## config.mk

```make
export PLATFORM = sky130hd
export DESIGN_NAME = fwd_hazard_unit_flat
export DESIGN_NICKNAME = d
export VERILOG_FILES = /design/src/rtl/fwd_hazard_unit_pkg.sv /design/src/rtl/fwd_hazard_unit_if.sv /design/src/rtl/fwd_hazard_unit_track_stage.sv /design/src/rtl/fwd_hazard_unit.sv /design/src/flat_wrapper.sv
export SDC_FILE = /design/constraint.sdc
export NUM_CORES = 1
export LEC_CHECK = 0
export CORE_ASPECT_RATIO = 0.6
export CORE_MARGIN = 3
export CORE_UTILIZATION = 51
export CTS_CLUSTER_SIZE = 25
export DETAILED_ROUTE_END_ITERATION = 7
export PLACE_DENSITY = 0.89
export SLEW_MARGIN = 20
export SYNTH_ARGS = -nofsm -noshare
export SYNTH_HDL_FRONTEND = slang
export SYNTH_SLANG_ARGS = --single-unit
```

## constraint.sdc

```tcl
create_clock -name clk -period 2.5 [get_ports clk]
set_clock_uncertainty 0.05 [all_clocks]
set_input_delay 0.5 -clock clk [delete_from_list [all_inputs] [get_ports clk]]
set_output_delay 0.5 -clock clk [all_outputs]
set_load 0.03 [all_outputs]
```

## src/rtl/fwd_hazard_unit_pkg.sv

```systemverilog
// Shared types and helpers for the forwarding / load-use interlock unit.
// The shadow entry carries a fixed-width rd so one struct serves any REG_ADDR_W up to TRACK_RD_W.
package fwd_pkg;

   localparam int TRACK_RD_W = 8;
   localparam int FWD_SEL_RF = 0;

   typedef struct packed {
      logic                  valid;
      logic [TRACK_RD_W-1:0] rd;
      logic                  regwrite;
      logic                  is_load;
   } track_entry_t;

   function automatic int sel_w(input int depth);
      return $clog2(depth + 1);
   endfunction

   // x0 is hardwired to zero, so it never produces a value worth bypassing.
   function automatic logic is_writer(input track_entry_t e);
      return e.valid && e.regwrite && (e.rd != '0);
   endfunction

endpackage

```

## src/rtl/fwd_hazard_unit_if.sv

```systemverilog
// ID-stage request bundle and EX-stage bypass/stall response of the hazard unit.
interface fwd_hazard_unit_if
   import fwd_pkg::*;
#(
   parameter int REG_ADDR_W = 5,
   parameter int NUM_SRC    = 2,
   parameter int FWD_DEPTH  = 2,
   parameter int CNT_W      = 16
) ();

   localparam int SEL_W = sel_w(FWD_DEPTH);

   logic                          id_valid;
   logic [NUM_SRC*REG_ADDR_W-1:0] id_rs;
   logic [NUM_SRC-1:0]            id_rs_used;
   logic [REG_ADDR_W-1:0]         id_rd;
   logic                          id_regwrite;
   logic                          id_is_load;
   logic                          flush;
   logic [NUM_SRC*SEL_W-1:0]      fwd_sel;
   logic                          stall;
   logic [CNT_W-1:0]              stall_count;

   modport master (
      output id_valid, id_rs, id_rs_used, id_rd, id_regwrite, id_is_load, flush,
      input  fwd_sel, stall, stall_count
   );

   modport slave (
      input  id_valid, id_rs, id_rs_used, id_rd, id_regwrite, id_is_load, flush,
      output fwd_sel, stall, stall_count
   );

endinterface

```

## src/rtl/fwd_hazard_unit_track_stage.sv

```systemverilog
// One post-EX shadow entry; chained so that entry j holds what was in EX j cycles ago.
module fwd_track_stage
   import fwd_pkg::*;
(
   input  logic         clk,
   input  logic         rst_n,
   input  track_entry_t d,
   output track_entry_t q
);

   always_ff @(posedge clk or negedge rst_n) begin
      if (!rst_n) begin
         q <= '0;
      end else begin
         q <= d;
      end
   end

endmodule

```

## src/rtl/fwd_hazard_unit.sv

```systemverilog
// Forwarding select and load-use interlock built from a private shadow of EX and post-EX stages.
// Bypass selects depend only on registered state; the stall looks at the live ID request.
module fwd_hazard_unit
   import fwd_pkg::*;
#(
   parameter int REG_ADDR_W = 5,
   parameter int NUM_SRC    = 2,
   parameter int FWD_DEPTH  = 2,
   parameter int LOAD_LAT   = 1,
   parameter int CNT_W      = 16
) (
   input logic         clk,
   input logic         rst_n,
   fwd_hazard_unit_if.slave bus
);

   localparam int SEL_W = sel_w(FWD_DEPTH);

   track_entry_t                  s [0:FWD_DEPTH];
   track_entry_t                  ex_entry;
   logic [NUM_SRC*REG_ADDR_W-1:0] ex_rs;
   logic [NUM_SRC-1:0]            ex_rs_used;
   logic                          load_hit;
   logic                          stall;
   logic [CNT_W-1:0]              stall_count;

   function automatic logic [TRACK_RD_W-1:0] widen(input logic [REG_ADDR_W-1:0] r);
      return TRACK_RD_W'(r);
   endfunction

   // EX entry: killed, held-back or empty ID slots all enter EX as a bubble.
   always_ff @(posedge clk or negedge rst_n) begin
      if (!rst_n) begin
         ex_entry   <= '0;
         ex_rs      <= '0;
         ex_rs_used <= '0;
      end else if (stall || bus.flush || !bus.id_valid) begin
         ex_entry   <= '0;
         ex_rs      <= '0;
         ex_rs_used <= '0;
      end else begin
         ex_entry.valid    <= 1'b1;
         ex_entry.rd       <= widen(bus.id_rd);
         ex_entry.regwrite <= bus.id_regwrite;
         ex_entry.is_load  <= bus.id_is_load;
         ex_rs             <= bus.id_rs;
         ex_rs_used        <= bus.id_rs_used;
      end
   end

   assign s[0] = ex_entry;

   for (genvar j = 1; j <= FWD_DEPTH; j++) begin : g_stage
      fwd_track_stage u_stage (
         .clk   (clk),
         .rst_n (rst_n),
         .d     (s[j-1]),
         .q     (s[j])
      );
   end

   always_comb begin
      load_hit = 1'b0;
      for (int k = 0; k < NUM_SRC; k++) begin
         for (int j = 0; j < LOAD_LAT; j++) begin
            if (bus.id_rs_used[k] && is_writer(s[j]) && s[j].is_load &&
                (s[j].rd == widen(bus.id_rs[k*REG_ADDR_W +: REG_ADDR_W]))) begin
               load_hit = 1'b1;
            end
         end
      end
   end

   // A flushed instruction never needs its operands, so flush overrides the interlock.
   assign stall     = load_hit && bus.id_valid && !bus.flush;
   assign bus.stall = stall;

   always_ff @(posedge clk or negedge rst_n) begin
      if (!rst_n) begin
         stall_count <= '0;
      end else if (stall && (stall_count != '1)) begin
         stall_count <= stall_count + CNT_W'(1);
      end
   end

   assign bus.stall_count = stall_count;

   for (genvar k = 0; k < NUM_SRC; k++) begin : g_operand
      logic [FWD_DEPTH:1] hit;
      logic [SEL_W-1:0]   sel;

      for (genvar j = 1; j <= FWD_DEPTH; j++) begin : g_hit
         assign hit[j] = ex_rs_used[k] && is_writer(s[j]) &&
                         (s[j].rd == widen(ex_rs[k*REG_ADDR_W +: REG_ADDR_W])) &&
                         (!s[j].is_load || (j > LOAD_LAT));
      end

      // Scan from the oldest stage down so the youngest match is written last.
      always_comb begin
         sel = SEL_W'(FWD_SEL_RF);
         for (int j = FWD_DEPTH; j >= 1; j--) begin
            if (hit[j]) begin
               sel = SEL_W'(j);
            end
         end
      end

      assign bus.fwd_sel[k*SEL_W +: SEL_W] = sel;
   end

endmodule

```

## src/flat_wrapper.sv

```systemverilog
// flat-port wrapper written by rule: the top's interface ports become plain ports
module fwd_hazard_unit_flat import fwd_pkg::*;
#(
   parameter int REG_ADDR_W = 5,
   parameter int NUM_SRC    = 2,
   parameter int FWD_DEPTH  = 2,
   parameter int LOAD_LAT   = 1,
   parameter int CNT_W      = 16
)
  (clk, rst_n, bus_id_valid, bus_id_rs, bus_id_rs_used, bus_id_rd, bus_id_regwrite, bus_id_is_load, bus_flush, bus_fwd_sel, bus_stall, bus_stall_count);
  fwd_hazard_unit_if #(.REG_ADDR_W(REG_ADDR_W), .NUM_SRC(NUM_SRC), .FWD_DEPTH(FWD_DEPTH), .CNT_W(CNT_W)) bus_i ();
  input logic clk;
  input logic rst_n;
  input wire logic [$bits(bus_i.id_valid)-1:0] bus_id_valid;
  input wire logic [$bits(bus_i.id_rs)-1:0] bus_id_rs;
  input wire logic [$bits(bus_i.id_rs_used)-1:0] bus_id_rs_used;
  input wire logic [$bits(bus_i.id_rd)-1:0] bus_id_rd;
  input wire logic [$bits(bus_i.id_regwrite)-1:0] bus_id_regwrite;
  input wire logic [$bits(bus_i.id_is_load)-1:0] bus_id_is_load;
  input wire logic [$bits(bus_i.flush)-1:0] bus_flush;
  output wire logic [$bits(bus_i.fwd_sel)-1:0] bus_fwd_sel;
  output wire logic [$bits(bus_i.stall)-1:0] bus_stall;
  output wire logic [$bits(bus_i.stall_count)-1:0] bus_stall_count;
  assign bus_i.id_valid = bus_id_valid;
  assign bus_i.id_rs = bus_id_rs;
  assign bus_i.id_rs_used = bus_id_rs_used;
  assign bus_i.id_rd = bus_id_rd;
  assign bus_i.id_regwrite = bus_id_regwrite;
  assign bus_i.id_is_load = bus_id_is_load;
  assign bus_i.flush = bus_flush;
  assign bus_fwd_sel = bus_i.fwd_sel;
  assign bus_stall = bus_i.stall;
  assign bus_stall_count = bus_i.stall_count;
  fwd_hazard_unit #(.REG_ADDR_W(REG_ADDR_W), .NUM_SRC(NUM_SRC), .FWD_DEPTH(FWD_DEPTH), .LOAD_LAT(LOAD_LAT), .CNT_W(CNT_W)) u_core (.clk(clk), .rst_n(rst_n), .bus(bus_i));
endmodule
```

# Word-level counts from Yosys, hierarchy flattened
# Index checks and enable logic that the tools add are counted.
[op_classes]
add_sub_neg = 1
n_eq_ne = 7
muxes = 9
n_reduce_logical = 33
[ops]
columns = ["operator", "n"]
rows = [
  ["8-bit by 5-bit equality test with 1-bit output", 6],
  ["1-bit logical AND", 25],
  ["8-bit nonzero test", 3],
  ["16-bit by 1-bit adder with 16-bit output, second input constant", 1],
  ["16-bit inequality test, second input constant", 1],
  ["11-bit two-way mux", 1],
  ["10-bit two-way mux", 1],
  ["2-bit two-way mux", 5],
  ["1-bit logical NOT", 3],
  ["1-bit logical OR", 2],
  ["1-bit two-way mux", 2],
]
[totals]
reg_bits = 60
in_bits = 23
out_inout_bits = 21
elab_cells = 64

# Logic depth before layout (Yosys ltp)
[depth]
ltp_word = 12
mapped_depth = 8
ltp_nobuf = 6

# Cells and area by module
# Synthesis repeated with hierarchy kept, for this count alone.
[unflattened]
cells_unflattened = 203
area_unflattened_um2 = 2466.1
[modules_own_cells]
columns = ["mod", "instances", "cells_per_inst", "area_per_inst_um2"]
rows = [
  ["fwd_hazard_unit", 1, 181, 1915.6],
  ["fwd_track_stage", 2, 11, 275.3],
]

# Worst setup path after synthesis
# Ideal clock, no wire load.
[synth_path]
path_type = "register to output"
from = "register u_core.g_stage[1].u_stage.q[2] (netlist name)"
to = "output bus_fwd_sel[1]"
arrival_time_ns = 1.745
t_required_ns = 1.950
setup_slack_ns = 0.205
stages_incl_launch_ff = 5
cell_sequence = "dfrtp_1 or4_1 o21ai_0 nor2_1 nor2_1"
[synth_between]
elab_chain_len = 6
[synth_rtl]
columns = ["item", "line_no", "text"]
rows = [
  ["start, declared", "fwd_hazard_unit_track_stage.sv:8", "output track_entry_t q"],
  ["start signal, assigned", "fwd_hazard_unit_track_stage.sv:13", "q <= '0;"],
  ["start signal, assigned", "fwd_hazard_unit_track_stage.sv:15", "q <= d;"],
  ["8-bit nonzero test", "fwd_hazard_unit_pkg.sv:21", "return e.valid && e.regwrite && (e.rd != '0);"],
  ["1-bit logical AND", "fwd_hazard_unit_pkg.sv:21", ""],
  ["1-bit logical AND", "fwd_hazard_unit.sv:93", "assign hit[j] = ex_rs_used[k] && is_writer(s[j]) &&"],
  ["1-bit logical AND (*)", "fwd_hazard_unit.sv:93", ""],
  ["1-bit logical AND (*)", "fwd_hazard_unit.sv:94", "(s[j].rd == widen(ex_rs[k*REG_ADDR_W +: REG_ADDR_W])) &&"],
  ["2-bit two-way mux (*)", "fwd_hazard_unit.sv:102", "if (hit[j]) begin"],
  ["end, declared", "flat_wrapper.sv:21", "output wire logic [$bits(bus_i.fwd_sel)-1:0] bus_fwd_sel;"],
]
# Every way passes the cells marked *; elsewhere a longest branch is shown, timed or not.

# Worst setup path after layout
[layout_path]
from = "input bus_id_rs[0]"
to = "output bus_stall"
[layout_between]
elab_chain_len = 6
[layout_rtl]
columns = ["item", "line_no", "text"]
rows = [
  ["start, declared", "flat_wrapper.sv:15", "input wire logic [$bits(bus_i.id_rs)-1:0] bus_id_rs;"],
  ["8-bit by 5-bit equality test with 1-bit output", "fwd_hazard_unit.sv:67", "(s[j].rd == widen(bus.id_rs[k*REG_ADDR_W +: REG_ADDR_W]))) begin"],
  ["1-bit logical AND", "fwd_hazard_unit.sv:66", "if (bus.id_rs_used[k] && is_writer(s[j]) && s[j].is_load &&"],
  ["1-bit two-way mux (2 in a row)", "fwd_hazard_unit.sv:66", ""],
  ["1-bit logical AND (2 in a row)", "fwd_hazard_unit.sv:75", "assign stall = load_hit && bus.id_valid && !bus.flush;"],
  ["end, declared", "flat_wrapper.sv:22", "output wire logic [$bits(bus_i.stall)-1:0] bus_stall;"],
]
# Every way passes these cells.

==> flow_metrics.tcl <==
set metrics [dict create \
    synth_area_leaders "dfrtp_1 (56%), xor2_1 (10%), xnor2_1 (6.9%), and2_1 (5.5%), nand3_1 (2.2%)" \
    mostFrequentLayoutCells "dfrtp_1 (51), clkdlybuf4s50_1 (35), xor2_1 (27)" \
    wl_um 4650 \
    synth.distinct_cells 29 \
    cts.clk_slew.worst_paths_ps 90 \
    p_leak_nw 1.40 \
    synth.top_cell.area_share_pct 56.3 \
    portBuffers 43 \
    ios 44 \
    final_layout_size_suffix_gt1_share_pct 12.8 \
    synthCells 190 \
    min_period_ps 2400 \
    area_growth_pct 26.3 \
    hold_buffers 0 \
    p_per_area_mw_per_mm2 502 \
    drt_iter0_markers 83 \
    cap_violations 0 \
    die_x_um 92.1 \
    num-fill-cells 310 \
    ant_nets 0 \
    drt-wirelength-per-cell_um 15.3 \
    cp.arrival_ps 1850 \
    synth_nets 214 \
    slew-limit-headroom_pct 64.3 \
    cts_root_buf "clkbuf_8" \
    syn-cell-area_mm2 0.00227 \
    dp_slack_ps -7.55 \
    num_vias 1534 \
    core.rowCount 18 \
    grt_pass1_wl_um 7410 \
    dpl.hpwl_um 3560 \
    seqCellArea_mm2 0.00128 \
    antenna_found_initial 0 \
    tightest_slew_ps 536 \
    yosysTopAreaCell "dfrtp_1" \
    setup_viol 0 \
    power_mw 1.44 \
    fin_nets 266 \
    die_area_mm2 0.00531 \
    synth_edf_count 0 \
    core-area_mm2 0.00419 \
    drc 0 \
    clock-sinks 51 \
    numCtsBuffers 5 \
    worstSetupPathType "input port to output port" \
    seq_area_frac_synth_pct 56.3 \
    first_pass_iters 4 \
    gr-total-overflow 0 \
    place_congestion 0.906 \
    htree_num_levels 2 \
    finalCritPeriodShare_pct 96.1 \
    final.setup.worst_slack_ps 96.7 \
    antenna_cells 0 \
    maxSlewViolCount 0 \
    grt_max_degree 27 \
    final_common_cell "dfrtp_1" \
    syn_avg_cell_area_um2 11.9 \
    hold_viol_final 0 \
    grt_use_total_pct 18.3 \
    start_util_pct 54.2 \
    fmax_ghz 0.416 \
    cp_slowest_stage_delay_ps 490 \
    synth_warnings 0 \
    via_per_inst 5.06 \
    synth-async-reset-ratio_pct 100 \
    ir_drop_mv 0.295 \
    grt_pass1_vias 1495 \
    yosys_register_bits 51 \
    cts_tree "yes" \
    whs_ps 125 \
    multi_input_area_um2 965 \
    cts_max_path_buffers 2 \
    slowest_stage "clkdlybuf4s50_1" \
    clock_latency_ps 300 \
    end_kind "output port" \
    synthFlopType "dfrtp_1" \
    cp_data_required_time_ps 1950 \
    start_kind "input port" \
    hp-class "input port to async pin" \
    critical_path_peak_fanout 2 \
    path_cells "clkdlybuf4s50_1 -> xnor2_1 -> nand4_1 -> o22ai_4 -> nand2b_4 -> nor2_4 -> buf_6" \
    status "finished, final reports clean" \
    die_h_um 57.7 \
]
[report_power, final]
group          internal, mW  switching, mW
clock network         0.192          0.256
registers             0.846         0.0251
logic                0.0663         0.0525
[worst max-delay path, delay by kind of cell]
family	cells	cell delay (ps)
buffers and inverters	2	630
and+or+nand+nor	3	350
AOI/OAI and AO/OA	1	250
xor gates and xnor gates	1	120
[routing by layer]
metal / vias to the layer above / share of wire, % / GRT usage [%]
met2: 39 / 42 / 26.2
met5: - / 0 / 0
li1: 738 / - / -
met4: 0 / 0.82 / 4.44
met1: 753 / 52 / 28.8
met3: 4 / 4.3 / 3.89
[state kept, by name, indices dropped and copies added, names as in the netlist]
signal                    count
u_core.bus.stall_count       16
u_core.ex_rs_used             2
u_core.ex_rs                 10
u_core.g_stage.u_stage.q     15
u_core.ex_entry               8
[worst paths after layout]
path,startpoint,to,slack (ps),cells after the start
worst max-delay path,bus_id_rs[0],bus_stall,100,7
worst min-delay path,rst_n,u_core.bus.stall_count[15],130,1
worst max register to register,u_core.bus.stall_count[0],u_core.bus.stall_count[11],250,6
worst min register to register,u_core.g_stage[1].u_stage.q[10],u_core.g_stage[2].u_stage.q[10],330,0
max in group asynchronous,rst_n,u_core.ex_entry[0],1680,2
min in group clk,u_core.g_stage[1].u_stage.q[10],u_core.g_stage[2].u_stage.q[10],330,0
[stage by stage]
| stage | cell area, µm² | cells | TNS (ps) | utilization, % |
|---|---|---|---|---|
| floorplan | 2270 | 190 | 0 | - |
| global placement | 2760 | 294 | 0 | 65.9 |
| detailed placement | 2760 | 294 | -7.55 | 65.9 |
| CTS | 2850 | 302 | 0 | 68.0 |
| global route | 2870 | 303 | -10.2 | 68.4 |
| finish | 2870 | 303 | 0 | 68.4 |
[synth_stat cells (2+ instances only)]
cell type  instances
or4_1              2
xnor2_1           18
xor2_1            27
and3_1             4
and2_1            20
dfrtp_1           51
nor3_2             3
nand4_1            6
buf_6              3
nor4_1             6
nand3_1           10
nor2_1            13
nand2_1           11
[cells by family (layout without fill, tap and decap cells)]
| logic type | after synthesis | after routing | synth area share, % |
|---|---|---|---|
| fa+ha+maj | 1 | 1 | 0.551 |
| simple gates | 82 | 82 | 21.2 |
| flops | 51 | 51 | 56.3 |
| buf+inv | 5 | 58 | 1.87 |
| mux | 1 | 1 | 0.496 |
| xor+xnor | 45 | 45 | 17.4 |
| compound gates | 5 | 5 | 2.26 |
[cell type report]
cell class | instances | share of cell area, %
Inverter | 1 | 0.131
Clock inverter | 3 | 0.524
Tap cell | 60 | 2.62
Timing Repair Buffer | 49 | 16.1
Clock buffer | 5 | 2.40
Sequential cell | 51 | 44.5
Multi-Input combinational cell | 134 | 33.7
[repair_timing]
| action | CTS | global route |
|---|---|---|
| gates resized for setup | 4 | 9 |
| endpoints found under the setup margin | 3 | 5 |
| gates cloned | 0 | 0 |
| buffers inserted | 0 | 1 |
| pin swaps | 1 | 2 |
No activity file was read; power rests on OpenSTA's default activity.
